## config.mk

```make
export PLATFORM = sky130hd
export DESIGN_NAME = mnist_image_streamer
export DESIGN_NICKNAME = d
export VERILOG_FILES = /design/src/rtl/mnist_image_streamer.sv
export SDC_FILE = /design/constraint.sdc
export NUM_CORES = 1
export LEC_CHECK = 0
export ABC_AREA = 1
export BUFFER_PORTS_ARGS = -buffer_cell sky130_fd_sc_hd__clkbuf_2
export CORE_MARGIN = 4
export CORE_UTILIZATION = 30
export DETAILED_ROUTE_END_ITERATION = 6
export MAX_ROUTING_LAYER = met4
export PLACE_DENSITY = 0.55
export SYNTH_ARGS = -nofsm -noshare
export SYNTH_HDL_FRONTEND = slang
export SYNTH_SLANG_ARGS = --single-unit
```

## constraint.sdc

```tcl
create_clock -name i_clock_50 -period 7.8 [get_ports i_clock_50]
set_input_delay 0.78 -clock i_clock_50 [delete_from_list [all_inputs] [get_ports i_clock_50]]
set_output_delay 0.78 -clock i_clock_50 [all_outputs]
set_load 0.02 [all_outputs]
```

## src/rtl/mnist_image_streamer.sv

```systemverilog
// mnist_image_streamer
// Reads a finished 28x28 frame out of image memory in raster order and
// presents it as a valid/ready pixel stream with index, last flag and a
// nonzero-pixel count. busy freezes the drawing grid while streaming.
//
// Ports
//   i_clock_50      clock, all registers on its rising edge
//   i_resetn        synchronous active-low reset
//   i_start         stream one frame (honoured only in IDLE)
//   o_read_addr     memory read address (registered)
//   i_read_data     memory data, word for the address of the previous cycle
//   o_m_valid       pixel beat presented
//   i_m_ready       downstream accepts the beat
//   o_m_data        pixel value, unmodified
//   o_m_index       pixel index 0..NUM_PIXELS-1
//   o_m_last        beat carries the final pixel
//   o_busy          frame is being streamed
//   o_done          one-cycle pulse after the final beat is accepted
//   o_pixel_count   accepted beats with nonzero data
//
// state   | meaning
// --------+---------------------------------------------------------
// S_IDLE  | waiting for start, read_addr parked at 0
// S_STREAM| issuing reads and emitting beats
// S_DONE  | one-cycle done pulse, then back to idle
module mnist_image_streamer #(
    parameter int NUM_PIXELS = 784,
    parameter int ADDR_W     = 16,
    parameter int DATA_W     = 32,
    parameter int IDX_W      = 10
) (
    input  logic                     i_clock_50,
    input  logic                     i_resetn,
    input  logic                     i_start,
    output logic [ADDR_W-1:0]        o_read_addr,
    input  logic signed [DATA_W-1:0] i_read_data,
    output logic                     o_m_valid,
    input  logic                     i_m_ready,
    output logic signed [DATA_W-1:0] o_m_data,
    output logic [IDX_W-1:0]         o_m_index,
    output logic                     o_m_last,
    output logic                     o_busy,
    output logic                     o_done,
    output logic [IDX_W-1:0]         o_pixel_count
);

    typedef enum logic [1:0] {S_IDLE, S_STREAM, S_DONE} state_t;

    localparam logic [IDX_W-1:0] NUM_IDX  = IDX_W'(NUM_PIXELS);
    localparam logic [IDX_W-1:0] LAST_IDX = IDX_W'(NUM_PIXELS - 1);

    state_t r_state, w_state_nxt;

    logic [ADDR_W-1:0]        r_read_addr;
    logic [IDX_W-1:0]         r_issue_idx;   // reads issued so far
    logic [IDX_W-1:0]         r_cap_idx;     // next index to be captured
    logic                     r_bus_vld;     // read_data carries an issued address
    logic [IDX_W-1:0]         r_bus_idx;     // index of the word on read_data
    logic                     r_v0, r_v1;
    logic signed [DATA_W-1:0] r_d0, r_d1;
    logic [IDX_W-1:0]         r_i0, r_i1;
    logic                     r_l0, r_l1;
    logic [IDX_W-1:0]         r_count;
    logic                     r_busy, r_done;

    logic             w_pop, w_cap, w_issue, w_stream;
    logic [IDX_W:0]   w_occ;
    logic             w_new_last;

    // Buffered plus uncaptured items after this edge's pop. A new address may
    // only be driven when the word currently on read_addr is guaranteed a
    // FIFO slot next cycle; while held, the memory keeps returning that word.
    assign w_stream   = (r_state == S_STREAM);
    assign w_pop      = r_v0 & i_m_ready;
    assign w_occ      = {1'b0, r_issue_idx - r_cap_idx}
                      + {{IDX_W{1'b0}}, r_v0} + {{IDX_W{1'b0}}, r_v1}
                      - {{IDX_W{1'b0}}, w_pop};
    assign w_issue    = w_stream && (r_issue_idx < NUM_IDX) && (w_occ < (IDX_W+1)'(3));
    assign w_cap      = w_stream && r_bus_vld && (r_bus_idx == r_cap_idx)
                      && (r_cap_idx != r_issue_idx) && (!r_v1 || w_pop);
    assign w_new_last = (r_cap_idx == LAST_IDX);

    always_ff @(posedge i_clock_50) begin
        if (!i_resetn) r_state <= S_IDLE;
        else           r_state <= w_state_nxt;
    end

    always_comb begin
        w_state_nxt = r_state;
        case (r_state)
            S_IDLE:   if (i_start)      w_state_nxt = S_STREAM;
            S_STREAM: if (w_pop && r_l0) w_state_nxt = S_DONE;
            S_DONE:   w_state_nxt = S_IDLE;
            default:  w_state_nxt = S_IDLE;
        endcase
    end

    always_ff @(posedge i_clock_50) begin
        if (!i_resetn) begin
            r_read_addr <= '0;
            r_issue_idx <= '0;
            r_cap_idx   <= '0;
            r_bus_vld   <= 1'b0;
            r_bus_idx   <= '0;
            r_v0        <= 1'b0;
            r_v1        <= 1'b0;
            r_d0        <= '0;
            r_d1        <= '0;
            r_i0        <= '0;
            r_i1        <= '0;
            r_l0        <= 1'b0;
            r_l1        <= 1'b0;
            r_count     <= '0;
            r_busy      <= 1'b0;
            r_done      <= 1'b0;
        end else begin
            r_busy <= (w_state_nxt == S_STREAM);
            r_done <= (w_state_nxt == S_DONE);
            case (r_state)
                S_IDLE: begin
                    r_read_addr <= '0;
                    r_bus_vld   <= 1'b0;
                    if (i_start) begin
                        // address 0 goes out in the first STREAM cycle
                        r_issue_idx <= IDX_W'(1);
                        r_cap_idx   <= '0;
                        r_count     <= '0;
                    end
                end
                S_STREAM: begin
                    r_bus_vld <= 1'b1;
                    r_bus_idx <= r_issue_idx - IDX_W'(1);
                    if (w_issue) begin
                        r_read_addr <= ADDR_W'(r_issue_idx);
                        r_issue_idx <= r_issue_idx + IDX_W'(1);
                    end
                    if (w_cap) r_cap_idx <= r_cap_idx + IDX_W'(1);
                    if (w_pop && (r_d0 != '0) && (r_count != NUM_IDX))
                        r_count <= r_count + IDX_W'(1);

                    // head is entry 0; a pop shifts entry 1 forward
                    if (w_pop) begin
                        if (r_v1) begin
                            r_d0 <= r_d1;
                            r_i0 <= r_i1;
                            r_l0 <= r_l1;
                            if (w_cap) begin
                                r_d1 <= i_read_data;
                                r_i1 <= r_cap_idx;
                                r_l1 <= w_new_last;
                            end else begin
                                r_v1 <= 1'b0;
                            end
                        end else if (w_cap) begin
                            r_d0 <= i_read_data;
                            r_i0 <= r_cap_idx;
                            r_l0 <= w_new_last;
                        end else begin
                            r_v0 <= 1'b0;
                        end
                    end else if (w_cap) begin
                        if (r_v0) begin
                            r_v1 <= 1'b1;
                            r_d1 <= i_read_data;
                            r_i1 <= r_cap_idx;
                            r_l1 <= w_new_last;
                        end else begin
                            r_v0 <= 1'b1;
                            r_d0 <= i_read_data;
                            r_i0 <= r_cap_idx;
                            r_l0 <= w_new_last;
                        end
                    end
                end
                S_DONE: begin
                    r_read_addr <= '0;
                    r_bus_vld   <= 1'b0;
                end
                default: begin
                    r_read_addr <= '0;
                    r_bus_vld   <= 1'b0;
                end
            endcase
        end
    end

    assign o_read_addr   = r_read_addr;
    assign o_m_valid     = r_v0;
    assign o_m_data      = r_d0;
    assign o_m_index     = r_i0;
    assign o_m_last      = r_l0;
    assign o_busy        = r_busy;
    assign o_done        = r_done;
    assign o_pixel_count = r_count;

endmodule

```

==> results of run 1 <==
registers in the layout, summed over array words and instances (netlist names):
register       flops
r_v1               1
r_i1              10
o_m_valid          1
o_m_data          32
r_state            2
o_m_last           1
r_bus_vld          1
o_done             1
r_bus_idx         10
o_busy             1
o_pixel_count     10
o_m_index         10
o_read_addr       10
r_issue_idx       10
r_l1               1
r_d1              32
r_cap_idx         10
per-stage QoR:
step | instances | cell area (sq um) | setup WS [ps] | power [W]
2_1_floorplan | 1087 | 7650 | 4530 | 0.000973
3_3_place_gp | 1463 | 8320 | 3800 | 0.00103
3_5_place_dp | 1463 | 8320 | 3720 | 0.00103
4_1_cts | 1495 | 8960 | 3840 | 0.00193
5_1_grt | 1495 | 8960 | 3390 | 0.00201
6_report | 1495 | 8960 | 3850 | 0.00192
synthesized netlist by cell type (all sizes together):
| master | number |
|---|---|
| clkbuf | 32 |
| a211oi | 5 |
| a31oi | 7 |
| a21boi | 1 |
| nand2 | 175 |
| buf | 28 |
| o2111ai | 2 |
| o31ai | 1 |
| xnor2 | 9 |
| xor2 | 17 |
| dfxtp | 143 |
| o211ai | 2 |
| nor2 | 106 |
| conb | 1 |
| o221ai | 3 |
| mux2 | 1 |
| inv | 157 |
| clkinv | 1 |
| o21bai | 1 |
| a31o | 1 |
| ha | 27 |
| nor3b | 3 |
| a21oi | 113 |
| nor4 | 7 |
| nand3b | 2 |
| o22ai | 1 |
| o21ai | 155 |
| a21o | 1 |
| nand3 | 44 |
| fa | 3 |
| nand4 | 16 |
| nor3 | 17 |
cell type report:
| class | count | area (sq um) |
|---|---|---|
| clock buffer | 17 | 425 |
| clock inverter | 15 | 219 |
| fill | 2715 | 16100 |
| inverter | 158 | 593 |
| multi-input combinational | 726 | 3900 |
| sequential | 143 | 2860 |
| tap | 330 | 413 |
| timing repair buffer | 106 | 543 |
routing by layer:
| metal | global-route usage [%] | vias up | share of wire, % |
|---|---|---|---|
| li1 | - | 3663 | - |
| met2 | 22.6 | 146 | 45 |
| met1 | 19.6 | 3152 | 50 |
| met4 | 2.58 | 0 | 0.59 |
| met5 | - | - | 0 |
| met3 | 2.71 | 10 | 4.3 |
path summary, 6_finish.rpt:
| path | depth (start not counted) | startpoint | to | slack (ps) |
|---|---|---|---|---|
| worst min register to register | 2 | r_l1 | r_l1 | 450 |
| worst max-delay path | 20 | r_cap_idx[0] | o_read_addr[3] | 3850 |
| worst min-delay path | 2 | r_l1 | r_l1 | 450 |
| worst max register to register | 20 | r_cap_idx[0] | o_read_addr[3] | 3850 |
logic make-up after synthesis:
logic type	share of synthesized area [%]
other	0.0491
multiplexers	0.148
AND/OR/NAND/NOR	21.7
buffers and inverters	11.8
adder cells (fa/ha/maj)	5.21
XOR/XNOR	2.98
flip-flops	37.5
AO/OA/AOI/OAI	20.6
worst max-delay path, delay by kind of cell (launching register included):
family / cells / cell delay [ps]
buffers and inverters: 3 / 510
flip-flops: 1 / 490
AO/OA/AOI/OAI: 2 / 410
XOR/XNOR: 1 / 200
adder cells (fa/ha/maj): 3 / 940
AND/OR/NAND/NOR: 11 / 1300
report_power, final:
group	leakage [nW]	switching, W	internal [W]
clock network	0.321	0.000356	0.000549
registers	1.16	0.00000865	0.000740
logic	2.38	0.000168	0.0000952
==> impl_metrics.py, run 1 <==
metrics = {
    "final_layout": {
        "syn2layout_area_growth_pct": 17.4,
        "final_layout_size_suffix_gt1_share_pct": 16.4,
        "layout_commonest_cell": "nand2_1",
        "nets": 1218,
        "diodes": 0,
        "final_cell_mix": "nand2_1 (154), inv_1 (152), o21ai_0 (143), dfxtp_1 (143), clkbuf_2 (101)",
        "fin_util_pct": 35.7,
    },
    "floorplanning": {
        "rows": 58,
        "io_pins": 108,
        "die-area_sq_um": 28100,
        "die-width_microns": 167,
        "start_util_pct": 30.4,
        "core_area_sq_um": 25100,
        "die_h_microns": 167,
    },
    "place": {
        "place.gp.congestion": 0.814,
        "hpwl_microns": 13800,
        "io_buffers": 101,
    },
    "yosys": {
        "yosys.area.top_type": "dfxtp_1",
        "synth_cells": 1082,
        "synthesis.area_sq_um": 7630,
        "avgSynthCellArea_sq_um": 7.05,
        "yosys_register_bits": 143,
        "synth_cell_types": 44,
        "ys_warn_count": 0,
        "synth.yosys.seq_area_share_pct": 37.5,
        "yosysTopAreaCellShare_pct": 37.5,
        "yosys-top-cells-area": "dfxtp_1 (38%), o21ai_0 (9.4%), nand2_1 (7.6%)",
    },
    "clocking": {
        "ctsHoldBuffers": 0,
        "cts_sinks": 143,
        "clk_path_buf_depth": 2,
        "cts-htree-levels": 4,
        "clk_pin_slew_worst_paths_ps": 70,
        "cts_buffers": 17,
        "clock_latency_ps": 420,
        "cts_tree": "done",
        "root_buffer": "clkbuf_16",
        "ctsResizeCount": 0,
        "post_cts_buffers": 0,
    },
    "grt": {
        "grt_usage_pct": 14.4,
        "antenna_found_initial": 0,
        "grt-ovfl-total": 0,
        "grt_pass1_vias": 6405,
        "grt_pass1_wl_microns": 32800,
        "grt_max_degree": 100,
    },
    "timing": {
        "hold_viol": 0,
        "finalClockSkew_ps": 12.1,
        "grt_setup_unrepaired": "no",
        "fin_crit_ps": 3950,
        "slew_violations": 0,
        "tns_ps": 0,
        "setup_viol": 0,
        "hold_ws_ps": 454,
        "worst_slew_pin_slew_ps": 901,
        "period_share_pct": 50.7,
        "max_freq_mhz": 253,
        "slew_headroom_pct": 39.9,
    },
    "drt": {
        "vias": 6971,
        "drc_errors": 0,
        "ant_nets": 0,
        "vias_per_cell": 4.66,
        "drt_wl_total_microns": 19700,
        "dr.pass1.iters": 5,
        "first_iter_violations": 510,
        "wl_per_cell_microns": 13.2,
    },
    "worst_setup_path": {
        "cp-end-kind": "flip-flop",
        "crit_required_ps": 8110,
        "worstSetupStartpointType": "flip-flop",
        "crit_arrival_ps": 4260,
        "crit_chain": "ha_1 -> inv_1 -> fa_1 -> nand3_1 -> nand3_2 -> xor2_1 -> inv_1 -> ha_1 -> a21oi_1 -> nor2_1 -> nor2_1 -> nand2_1 -> a21oi_1 -> nor2_1 -> nor3_1 -> nor2_2 -> nand3_2 -> clkinv_1 -> nor2_1 -> nor2_1",
        "cpMostUsedCell": "nor2_1",
        "max_stage_delay_ps": 490,
        "crit_path_max_fanout": 21,
        "crit_slowest_cell": "dfxtp_1",
        "crit_type": "reg2reg",
    },
    "power_and_ir_drop": {
        "ir_worst_vdd_mv": 0.144,
        "power.density_nw_per_um2": 214,
        "power_leakage_nw": 3.86,
    },
    "hold_path": {
        "worst_hold_path_type": "reg2reg",
    },
    "status": {
        "outcome": "finished, final reports clean",
    },
    "flow_run": {
        "cap_violations": 0,
    },
}
Power figures use the tool's default switching activity.
==> inputs of run 2 (changes only) <==
==> constraint.sdc (replaced) <==
create_clock -name i_clock_50 -period 3.7 [get_ports i_clock_50]
set_input_delay 0.37 -clock i_clock_50 [delete_from_list [all_inputs] [get_ports i_clock_50]]
set_output_delay 0.37 -clock i_clock_50 [all_outputs]
set_load 0.02 [all_outputs]
==> run 2 against run 1 <==
  * Global-route usage is 0.36 points higher
  * Via count increased by 1.3%
  * Critical endpoint is now r_issue_idx[4]
  * Final cell count increased by 1.8%
  * Clock power up 110%
  * First-iteration DRC count shrank 8.2%
  * Largest cell class unchanged
  * Highest routed layer unchanged
  * Worst setup slack lost 3600 ps
  * Register-to-register slack lost 3600 ps
  * Hold slack got worse by 280 ps
  * Non-clock buffer count is 27 higher
  * Power increased by 110%
==> impl_metrics.py, run 2 (synthesis results as in run 1) <==
metrics = {
    "hold_path": {
        "worst_hold_path_type": "in2reg",
        "min_from": "i_read_data[19]",
        "hold_end": "r_d1[19]",
        "holdPathStages": 3,
    },
    "grt": {
        "grt_pass1_vias": 6470,
        "grt_max_degree": 77,
        "grt_usage_pct": 14.7,
        "use_met2_pct": 22.6,
        "use_met1_pct": 19.8,
        "antenna_found_initial": 0,
        "grt_busiest_layer": "met2",
        "grt-ovfl-total": 0,
        "grt_pass1_wl_microns": 33100,
        "grt_use_met3_pct": 3.14,
    },
    "timing": {
        "setup_viol": 0,
        "worst_slew_pin_slew_ps": 674,
        "hold_viol": 0,
        "period_share_pct": 92.7,
        "finalClockSkew_ps": 14.1,
        "fin_ws_ps": 269,
        "fin_crit_ps": 3430,
        "slew_headroom_pct": 54.9,
        "slew_violations": 0,
        "max_freq_mhz": 291,
    },
    "final_layout": {
        "final_layout_size_suffix_gt1_share_pct": 19.3,
        "syn2layout_area_growth_pct": 21.8,
        "finish.instance_area_sq_um": 9300,
        "diodes": 0,
        "final_cell_mix": "nand2_1 (154), inv_1 (151), dfxtp_1 (143)",
        "layout_commonest_cell": "nand2_1",
        "finalNonFillerCells": 1522,
        "nets": 1245,
    },
    "place": {
        "io_buffers": 101,
        "dp_cells": 1489,
        "pre_cts_ws_ps": 107,
        "place.gp.congestion": 0.883,
        "placed_area_sq_um": 8550,
        "hpwl_microns": 14500,
    },
    "worst_setup_path": {
        "crit_type": "reg2reg",
        "crit_required_ps": 4070,
        "rr_worst_depth": 21,
        "timing.rr.start": "r_issue_idx[0]",
        "ff2ff_setup_slack_ps": 270,
        "crit_arrival_ps": 3800,
        "cp-end-kind": "flip-flop",
        "crit_chain": "inv_2 -> ha_1 -> inv_1 -> fa_1 -> nand3_1 -> nand3_2 -> a31o_2 -> xnor2_4 -> ha_4 -> a21o_1 -> nor2_1 -> nand2_1 -> xor2_1 -> nor2_1 -> nand3_2 -> nor2_2 -> nand3_4 -> buf_12 -> nand2_8 -> nand2_2 -> a21oi_2",
        "rr_endpoint": "r_issue_idx[4]",
        "crit_path_max_fanout": 14,
        "max_stage_delay_ps": 400,
        "crit_slowest_cell": "fa_1",
        "worstSetupStartpointType": "flip-flop",
    },
    "clocking": {
        "clk_path_buf_depth": 2,
        "cts_buffers": 17,
        "cts-htree-levels": 4,
        "root_buffer": "clkbuf_16",
        "clk_pin_slew_worst_paths_ps": 70,
        "cts_sinks": 143,
        "clock_latency_ps": 430,
        "ctsHoldBuffers": 0,
        "cts_tree": "done",
    },
    "flow_run": {
        "cap_violations": 0,
    },
    "drt": {
        "first_iter_violations": 468,
        "vias_per_cell": 4.64,
        "drt_wl_total_microns": 20200,
        "drc_errors": 0,
        "vias": 7065,
        "dr.pass1.iters": 5,
        "wl_per_cell_microns": 13.3,
        "ant_nets": 0,
    },
    "floorplanning": {
        "die-area_sq_um": 28100,
        "rows": 58,
        "die_h_microns": 167,
        "core_area_sq_um": 25100,
        "io_pins": 108,
        "start_util_pct": 30.4,
        "die-width_microns": 167,
    },
    "status": {
        "outcome": "finished, final reports clean",
    },
    "power_and_ir_drop": {
        "p_seq_share_pct": 38.6,
        "p_comb_share_pct": 15.1,
        "power.density_nw_per_um2": 439,
        "ir_worst_vdd_mv": 0.241,
        "swShare_pct": 29.0,
        "switching_power_w": 0.00118,
        "power_leakage_nw": 4.00,
        "pwr-share-clk_pct": 46.3,
        "internal-power_w": 0.00290,
    },
}
run 2: cell count changes in the layout (fill, tap and decap cells not counted), moves of 3 or more:
cell	change
buf_4	+24
buf_12	+3
ha_4	+3
a21oi_2	+3
ha_1	-4
a21oi_1	-3
run 2: cell type report:
| class | count | area [sq um] |
|---|---|---|
| repair buffers | 133 | 783 |
| clock inverters | 15 | 219 |
| well taps | 330 | 413 |
| multi-input cells | 726 | 4000 |
| clock buffers | 17 | 425 |
| fillers | 2704 | 15800 |
| inverters | 158 | 597 |
| flip-flops and latches | 143 | 2860 |
run 2: worst max path at each step:
| stage | cells after the start | endpoint | slack [ps] | startpoint |
|---|---|---|---|---|
| after CTS | 21 | o_read_addr[0] | 90 | r_issue_idx[0] |
| after floorplan | 21 | r_issue_idx[9] | 500 | r_issue_idx[0] |
| after global placement | 21 | o_read_addr[4] | 200 | r_issue_idx[0] |
| after detailed placement | 21 | o_read_addr[0] | 110 | r_issue_idx[0] |
| final | 21 | r_issue_idx[4] | 270 | r_issue_idx[0] |
| after global routing | 21 | r_issue_idx[4] | -10 | r_issue_idx[0] |
run 2: layer usage:
layer / routed length [microns] / part of all wire [%]
met1: 10100 / 50
met3: 866 / 4.3
met4: 218 / 1.1
met2: 9050 / 45
met5: 0 / 0
run 2: power groups by stage:
stage	registers [W]	clock network, W	logic (W)
after floorplan	0.00161	0	0.000439
after global placement	0.00161	0	0.000567
after detailed placement	0.00161	0	0.000569
after CTS	0.00157	0.00193	0.000572
after global routing	0.00158	0.00199	0.000702
final	0.00158	0.00189	0.000615
run 2: through the flow:
step / power [W] / setup TNS, ps / hold WS [ps] / utilization, %
3_3_place_gp: 0.00218 / 0 / 443 / 34.0
3_5_place_dp: 0.00218 / 0 / 447 / 34.0
4_1_cts: 0.00408 / 0 / 160 / 36.6
6_report: 0.00408 / 0 / 176 / 37.0
5_1_grt: 0.00427 / -15.4 / 173 / 37.0
2_1_floorplan: 0.00205 / 0 / 430 / -
run 2: worst max-delay path: cells and delay by family, from the launching register on:
kind | cells | cell delay, ps
DFF | 1 | 320
xor gates and xnor gates | 2 | 310
AOI/OAI and AO/OA | 3 | 550
and+or+nand+nor | 10 | 1050
buffers and inverters | 3 | 340
adders and majority gates | 3 | 780
run 2: timing repair:
action / in CTS / in global routing
gates resized for setup: 0 / 16
buffers inserted: 0 / 1
setup endpoints to repair: 0 / 20
